<file path="config.mk">
export PLATFORM = sky130hd
export DESIGN_NAME = rmii_v1
export DESIGN_NICKNAME = d
export VERILOG_FILES = /design/src/rtl/rmii_pkg.sv /design/src/rtl/rmii_byte_assembler.sv /design/src/rtl/rmii_v1.sv
export SDC_FILE = /design/constraint.sdc
export NUM_CORES = 1
export LEC_CHECK = 0
export CORE_MARGIN = 1.5
export CORE_UTILIZATION = 45
export DETAILED_ROUTE_END_ITERATION = 7
export PLACE_DENSITY = 0.74
export SYNTH_ARGS = -nofsm -noshare
export SYNTH_HDL_FRONTEND = slang
export SYNTH_SLANG_ARGS = --single-unit
</file>
<file path="constraint.sdc">
create_clock -name clk -period 1.65 [get_ports clk]
set_clock_uncertainty 0.15 [all_clocks]
set_input_delay 0.495 -clock clk [delete_from_list [all_inputs] [get_ports clk]]
set_output_delay 0.495 -clock clk [all_outputs]
set_load 0.01 [all_outputs]
</file>
<file path="src/rtl/rmii_pkg.sv">
// Shared types and constants for the RMII receive path.
package rmii_pkg;

  typedef enum logic [1:0] {
    IDLE     = 2'd0,
    PREAMBLE = 2'd1,
    DATA     = 2'd2
  } rmii_state_e;

  localparam logic [1:0] DIBIT_PREAMBLE  = 2'b01;
  localparam logic [1:0] DIBIT_SFD_END   = 2'b11;
  localparam int         DIBITS_PER_BYTE = 4;
  localparam int         CNT_W           = $clog2(DIBITS_PER_BYTE);

endpackage

</file>
<file path="src/rtl/rmii_byte_assembler.sv">
// Collects dibits LSB-first into bytes and strobes each completed byte.
module rmii_byte_assembler
  import rmii_pkg::*;
(
  input  logic       clk,
  input  logic       rst,
  input  logic       clear,
  input  logic       dibit_valid,
  input  logic [1:0] dibit,
  output logic [7:0] byte_data,
  output logic       byte_valid
);

  localparam logic [CNT_W-1:0] CNT_LAST = CNT_W'(DIBITS_PER_BYTE - 1);

  logic [CNT_W-1:0] cnt;
  logic [7:0]       shift;

  // Shift new dibits in from the top so the earliest dibit ends up in bits [1:0].
  always_ff @(posedge clk or posedge rst) begin
    if (rst) begin
      cnt        <= '0;
      shift      <= '0;
      byte_data  <= 8'h00;
      byte_valid <= 1'b0;
    end else begin
      byte_valid <= 1'b0;
      if (clear) begin
        cnt   <= '0;
        shift <= '0;
      end else if (dibit_valid) begin
        shift <= {dibit, shift[7:2]};
        cnt   <= cnt + CNT_W'(1);
        if (cnt == CNT_LAST) begin
          byte_data  <= {dibit, shift[7:2]};
          byte_valid <= 1'b1;
        end
      end
    end
  end

endmodule

</file>
<file path="src/rtl/rmii_v1.sv">
// RMII 100 Mb/s receiver: frame FSM plus byte assembly onto a strobe-only stream.
//
// state    | meaning
// ---------+-----------------------------------------------------------
// IDLE     | CRS_DV low; waiting for carrier
// PREAMBLE | carrier up, hunting for 01...11 (only when stripping)
// DATA     | every sampled dibit is payload
module rmii_v1
  import rmii_pkg::*;
#(
  parameter bit STRIP_PREAMBLE = 1'b0
) (
  input  logic       clk,
  input  logic       rst,
  input  logic [1:0] RXD,
  input  logic       CRS_DV,
  output logic [7:0] tx_tdata,
  output logic       tx_tvalid
);

  rmii_state_e state, state_next;
  logic        seen01, seen01_next;
  logic        dibit_valid;
  logic        asm_clear;

  // State and seen-01 flag registers.
  always_ff @(posedge clk or posedge rst) begin
    if (rst) begin
      state  <= IDLE;
      seen01 <= 1'b0;
    end else begin
      state  <= state_next;
      seen01 <= seen01_next;
    end
  end

  // Next-state logic; the dibit sampled on carrier rise already counts
  // toward the preamble hunt or is the first payload dibit.
  always_comb begin
    state_next  = state;
    seen01_next = seen01;
    dibit_valid = 1'b0;
    asm_clear   = 1'b0;
    if (!CRS_DV) begin
      state_next  = IDLE;
      seen01_next = 1'b0;
      asm_clear   = 1'b1;
    end else begin
      case (state)
        IDLE: begin
          if (STRIP_PREAMBLE) begin
            state_next  = PREAMBLE;
            seen01_next = (RXD == DIBIT_PREAMBLE);
          end else begin
            state_next  = DATA;
            dibit_valid = 1'b1;
          end
        end
        PREAMBLE: begin
          if (RXD == DIBIT_SFD_END && seen01) begin
            state_next  = DATA;
            seen01_next = 1'b0;
          end else if (RXD == DIBIT_PREAMBLE) begin
            seen01_next = 1'b1;
          end else if (RXD != DIBIT_SFD_END) begin
            seen01_next = 1'b0;
          end
        end
        DATA: begin
          dibit_valid = 1'b1;
        end
        default: begin
          state_next  = IDLE;
          seen01_next = 1'b0;
        end
      endcase
    end
  end

  rmii_byte_assembler u_asm (
    .clk         (clk),
    .rst         (rst),
    .clear       (asm_clear),
    .dibit_valid (dibit_valid),
    .dibit       (RXD),
    .byte_data   (tx_tdata),
    .byte_valid  (tx_tvalid)
  );

endmodule

</file>
==> results.cfg, run 1 <==
[status]
status = finished, final reports clean

[timing]
holdWs_ns = 0.290
setup_violations = 0
hold_viol_final = 0
slew_viol_final = 0
slew_headroom_pct = 86.2
fin_ws_ns = 0.0522
worstMarginPinSlew_ns = 0.207
finalSetupTns_ns = 0
rsz0062_at_grt = no
fin_crit_ns = 1.60
fin_crit_sh_pct = 96.8
clock.fmax_mhz = 626

[yosys]
synth_nets = 43
seq_area_frac_synth_pct = 71.3
yosys_most_used_dff = dfrtp_1
synth_cell_types = 7
synth_top_cell_by_area = dfrtp_1
yosysMostFrequentCell = dfrtp_1
synth_edf_count = 0
synth_top_area_share_pct = 71.3
synthArstFlopShare_pct = 100
ys_ff_latch = 17
synthTopCellsByCount = dfrtp_1 (17), mux2_2 (8), and2_1 (7), inv_1 (2)
synth_area_leaders = dfrtp_1 (71%), mux2_2 (15%), and2_1 (7.3%), ha_1 (2.1%), nand2_4 (1.9%)
synth_warnings = 0
syn_inst = 37
syn_area_sq_um = 597
syn_area_per_cell_sq_um = 16.1

[power_and_ir_drop]
seqPwrFrac_pct = 57.3
peakVddDrop_mv = 0.749
p_comb_share_pct = 18.0
p_clk_share_pct = 24.8
switching_power_uw = 205
power_density_mw_per_mm2 = 1110
p_sw_share_pct = 24.0
p_leak_uw = 0.000429
p_int_uw = 651

[die]
placementRows = 12
die_w_um = 39.4
die-area_sq_mm = 0.00155
core_sq_mm = 0.00117
initial_core_util_pct = 51.0
die_y_um = 39.4
pin_count = 14

[hold_path]
hold_start = u_asm.cnt[0]
hold_end = u_asm.cnt[0]
min_path_cells = 1
hold_class = reg -> reg

[clock_network]
cts_hold_buf = 0
clock_tree.root_cell = clkbuf_4
path_clk_slew_ns = 0.08
post_cts_buffers = 0
cts_tree = done
insertion_delay_ns = 0.29
clock_path_buffers = 2
cts_sinks = 17
htreeDepth = 1
numCtsBuffers = 3
post_cts_resize_count = 9

[final_layout]
nets = 63
final_layout_size_suffix_gt1_share_pct = 25.0
num_antenna_cells = 0
area_delta_synth_final_pct = 29.8
post-route-util_pct = 66.1
finalNonFillerCells = 70

[route]
drt_wl_total_um = 870
num_vias = 336
wl_per_cell_um = 12.4
drcViolationCount = 0
wl_met2_um = 436
m1WireLength_um = 353
route.top_layer_used = met4
routed-wl-met3_um = 53
drt_iter0_drc = 0
vias_per_cell = 4.80
dr.pass1.iters = 1
ant_nets = 0

[critical_path]
crit_buf_inv = 1
cpPeakStageDelay_ns = 0.39
r2r_slack_ns = 0.28
crit_path_top_delay_cell = dfrtp_1
critical_path_class = reg -> out
path_max_fanout = 2
start_kind = flop
worst_setup_path_end_kind = primary output
r2r_start = u_asm.cnt[0]
path_cells = dlygate4sd2_1
path_delay_family = flip-flops
r2r-end = u_asm.byte_data[2]
cp_data_arrival_time_ns = 0.95
reg2regPathDepth = 3
cp.required_ns = 1.00

[global_routing]
grt_pass1_wl_mm = 1.60
antenna_found_initial = 0
gr-total-overflow = 0
grt_pass1_vias = 381
grt_max_degree = 18
grt_usage_pct = 17.2

[job]
cap_violations = 0

[place]
dp.cells = 66
portBuffers = 13
gp_congestion = 0.611
pre_cts_slack_ns = -0.0978
dp_hpwl_um = 656
metrics by stage:
step                      area, sq um  power, uW
after floorplan                   597        574
after global placement            759        680
after detailed placement          759        689
after CTS                         774        872
after global routing              774        909
final                             774        857
layout make-up:
class                      instances  area, sq um
clock buffer                       4         26.3
fill                              98          397
inverter                           2         7.51
multi-input combinational         18          164
sequential                        17          425
tap                               14         17.5
timing repair buffer              15          134
routing by layer:
layer  up-vias  global-route usage (%)
li1        159                       -
met5         -                       0
met1       161                    17.8
met4         0                    12.9
met2        13                    28.7
met3         3                    5.11
state kept, by name, indices dropped and copies added, names as in the netlist:
| name | cells |
|---|---|
| u_asm.cnt | 2 |
| u_asm.byte_data | 8 |
| u_asm.shift | 6 |
| u_asm.byte_valid | 1 |
cell families (layout without fill, tap and decap cells):
kind of cell	count (synthesis)	after routing	synth area share (%)
DFF	17	17	71.3
adders and majority gates	1	1	2.10
muxes	8	8	15.1
buffers and inverters	2	21	1.26
and+or+nand+nor	9	9	10.3
worst max path at each step:
stage	startpoint	endpoint	slack, ns	cells after the start
floorplan	u_asm.cnt[0]	u_asm.byte_data[0]	0.35	3
global placement	CRS_DV	u_asm.byte_data[4]	-0.06	3
detailed placement	CRS_DV	u_asm.byte_data[2]	-0.1	3
CTS	u_asm.byte_data[6]	tx_tdata[6]	0.04	1
global route	u_asm.byte_data[1]	tx_tdata[1]	0.004	1
finish	u_asm.byte_data[2]	tx_tdata[2]	0.05	1
power by group through the flow:
stage / logic [uW] / clock network, uW / registers, uW
global route: 168 / 243 / 498
floorplan: 54.7 / 0 / 519
detailed placement: 187 / 0 / 502
finish: 154 / 212 / 491
CTS: 158 / 222 / 492
global placement: 182 / 0 / 498
layout by cell type, fill, tap and decap left out, drive strengths merged:
master          n
nor2b           1
inv             2
ha              1
clkbuf          4
dlygate4sd2     9
nand2           1
dfrtp          17
mux2            8
clkdlybuf4s50   4
buf             2
and2            7
(Power assumes the default switching activity.)
==> inputs of run 2 (changes only) <==
Settings changed: ABC_AREA set to 1, CORE_MARGIN 1.5 to not set, CORE_UTILIZATION 45 to 46.
==> results.cfg, run 2 <==
[critical_path]
start_kind = flop
r2r_slack_ns = 0.30
crit_path_top_delay_cell = dfrtp_1
cp_data_arrival_time_ns = 0.96
crit_buf_inv = 1
path_delay_family = flip-flops
worst_setup_path_end_kind = primary output
critical_path_class = reg -> out
cp.required_ns = 1.00
path_cells = dlygate4sd2_1
cpPeakStageDelay_ns = 0.40
path_max_fanout = 2

[yosys]
syn_inst = 64
synth_area_leaders = dfrtp_1 (66%), nand2_1 (13%), nand3_1 (6.2%), inv_1 (5.8%), buf_6 (3.5%)
synth_edf_count = 0
synthTopCellsByCount = nand2_1 (23), dfrtp_1 (17), inv_1 (10), nand3_1 (8), buf_6 (2)
synth_top_cell_by_area = dfrtp_1
synthArstFlopShare_pct = 100
ys_ff_latch = 17
synth_cell_types = 9
synth_nets = 70
synth_top_area_share_pct = 65.5
synth_warnings = 0
syn_area_sq_um = 649
seq_area_frac_synth_pct = 65.5
yosysMostFrequentCell = nand2_1
yosys_most_used_dff = dfrtp_1
syn_area_per_cell_sq_um = 10.1

[final_layout]
largest_reg_flops = 8
final_cell_mix = nand2_1 (23), dfrtp_1 (17), inv_1 (10), nand3_1 (8), dlygate4sd2_1 (6)
final_common_cell = nand2_1
final_layout_size_suffix_gt1_share_pct = 8.64
num_antenna_cells = 0
nets = 88
reg_top3 = u_asm.byte_data x8, u_asm.shift x6, u_asm.cnt x2
area_delta_synth_final_pct = 25.4
finalNonFillerCells = 96
stdcell_area_sq_um = 815
regMostFlops = u_asm.byte_data
post-route-util_pct = 62.6

[die]
placementRows = 13
initial_core_util_pct = 49.9
die-area_sq_mm = 0.00157
die_w_um = 39.6
pin_count = 14
core_sq_mm = 0.00130
die_y_um = 39.6

[route]
drt_wl_total_mm = 1.09
drt_iter0_drc = 7
vias_per_cell = 4.65
num_vias = 446
ant_nets = 0
drcViolationCount = 0
dr.pass1.iters = 4
wl_per_cell_um = 11.3

[timing]
fin_crit_sh_pct = 97.4
slew_headroom_pct = 75.6
clock.fmax_mhz = 622
rsz0062_at_grt = no
slew_viol_final = 0
finalSetupTns_ns = 0
hold_viol_final = 0
fin_crit_ns = 1.61
worstMarginPinSlew_ns = 0.365
holdWs_ns = 0.287
setup_violations = 0

[clock_network]
clock_tree.root_cell = clkbuf_4
cts_hold_buf = 0
clock_path_buffers = 2
numCtsBuffers = 3
insertion_delay_ns = 0.28
cts_sinks = 17
htreeDepth = 1
path_clk_slew_ns = 0.09
cts_tree = done

[global_routing]
gr-total-overflow = 0
grt_pass1_wl_mm = 1.67
grt_max_degree = 18
antenna_found_initial = 0
grt_pass1_vias = 392
grt_usage_pct = 16.8

[hold_path]
hold_class = reg -> reg

[place]
dp_hpwl_um = 739
post_dp_cell_area_sq_um = 788
portBuffers = 13
dp.cells = 91
gp_congestion = 0.740

[power_and_ir_drop]
power_density_mw_per_mm2 = 1070
peakVddDrop_mv = 0.661
p_leak_uw = 0.000506

[job]
cap_violations = 0

[status]
status = finished, final reports clean
run 2: what timing repair did:
item	4_1_cts	5_1_grt
setup buffers	0	1
gates resized for setup	9	3
setup endpoints to repair	9	3
run 2: per-stage QoR:
stage / setup slack (ns) / power (uW)
floorplan: 0.528 / 576
detailed placement: 0.0226 / 681
global route: 0.00231 / 922
CTS: 0.0180 / 867
global placement: 0.0578 / 677
finish: 0.0427 / 871
run 2: final timing paths:
check,from,depth (start not counted),to
max in group asynchronous,rst,3,u_asm.byte_data[6]
min in group asynchronous,rst,3,u_asm.cnt[1]
max,u_asm.byte_data[7],1,tx_tdata[7]
max reg2reg,u_asm.cnt[0],4,u_asm.byte_data[1]
min,u_asm.cnt[0],1,u_asm.cnt[0]
min reg2reg,u_asm.cnt[0],1,u_asm.cnt[0]
run 2: final cells by class:
cell class | count | area [sq um]
tap | 15 | 18.8
sequential | 17 | 425
multi-input combinational | 34 | 149
clock buffer | 4 | 26.3
inverter | 10 | 37.5
fill | 130 | 487
timing repair buffer | 16 | 158
run 2: logic make-up after synthesis:
logic type | Yosys count | share of synthesized area, %
fa+ha+maj | 1 | 1.93
buf+inv | 13 | 11.6
flops | 17 | 65.5
simple gates | 33 | 21.0
run 2: metal layers:
metal / routed length, um / GRT usage [%] / vias to the layer above
met5: 0 / 0 / -
met4: 0 / 6.03 / 0
met3: 44 / 5.11 / 0
met2: 525 / 26.6 / 12
met1: 519 / 21.6 / 210
li1: - / - / 224
run 2: report_power, final:
| group | total (uW) | internal (uW) | leakage, uW | switching (uW) |
|---|---|---|---|---|
| sequential | 494 | 465 | 0.000226 | 28.4 |
| combinational | 163 | 81.7 | 0.000265 | 80.9 |
| clock | 215 | 93.7 | 0.0000150 | 121 |
| total | 871 | 641 | 0.000506 | 230 |
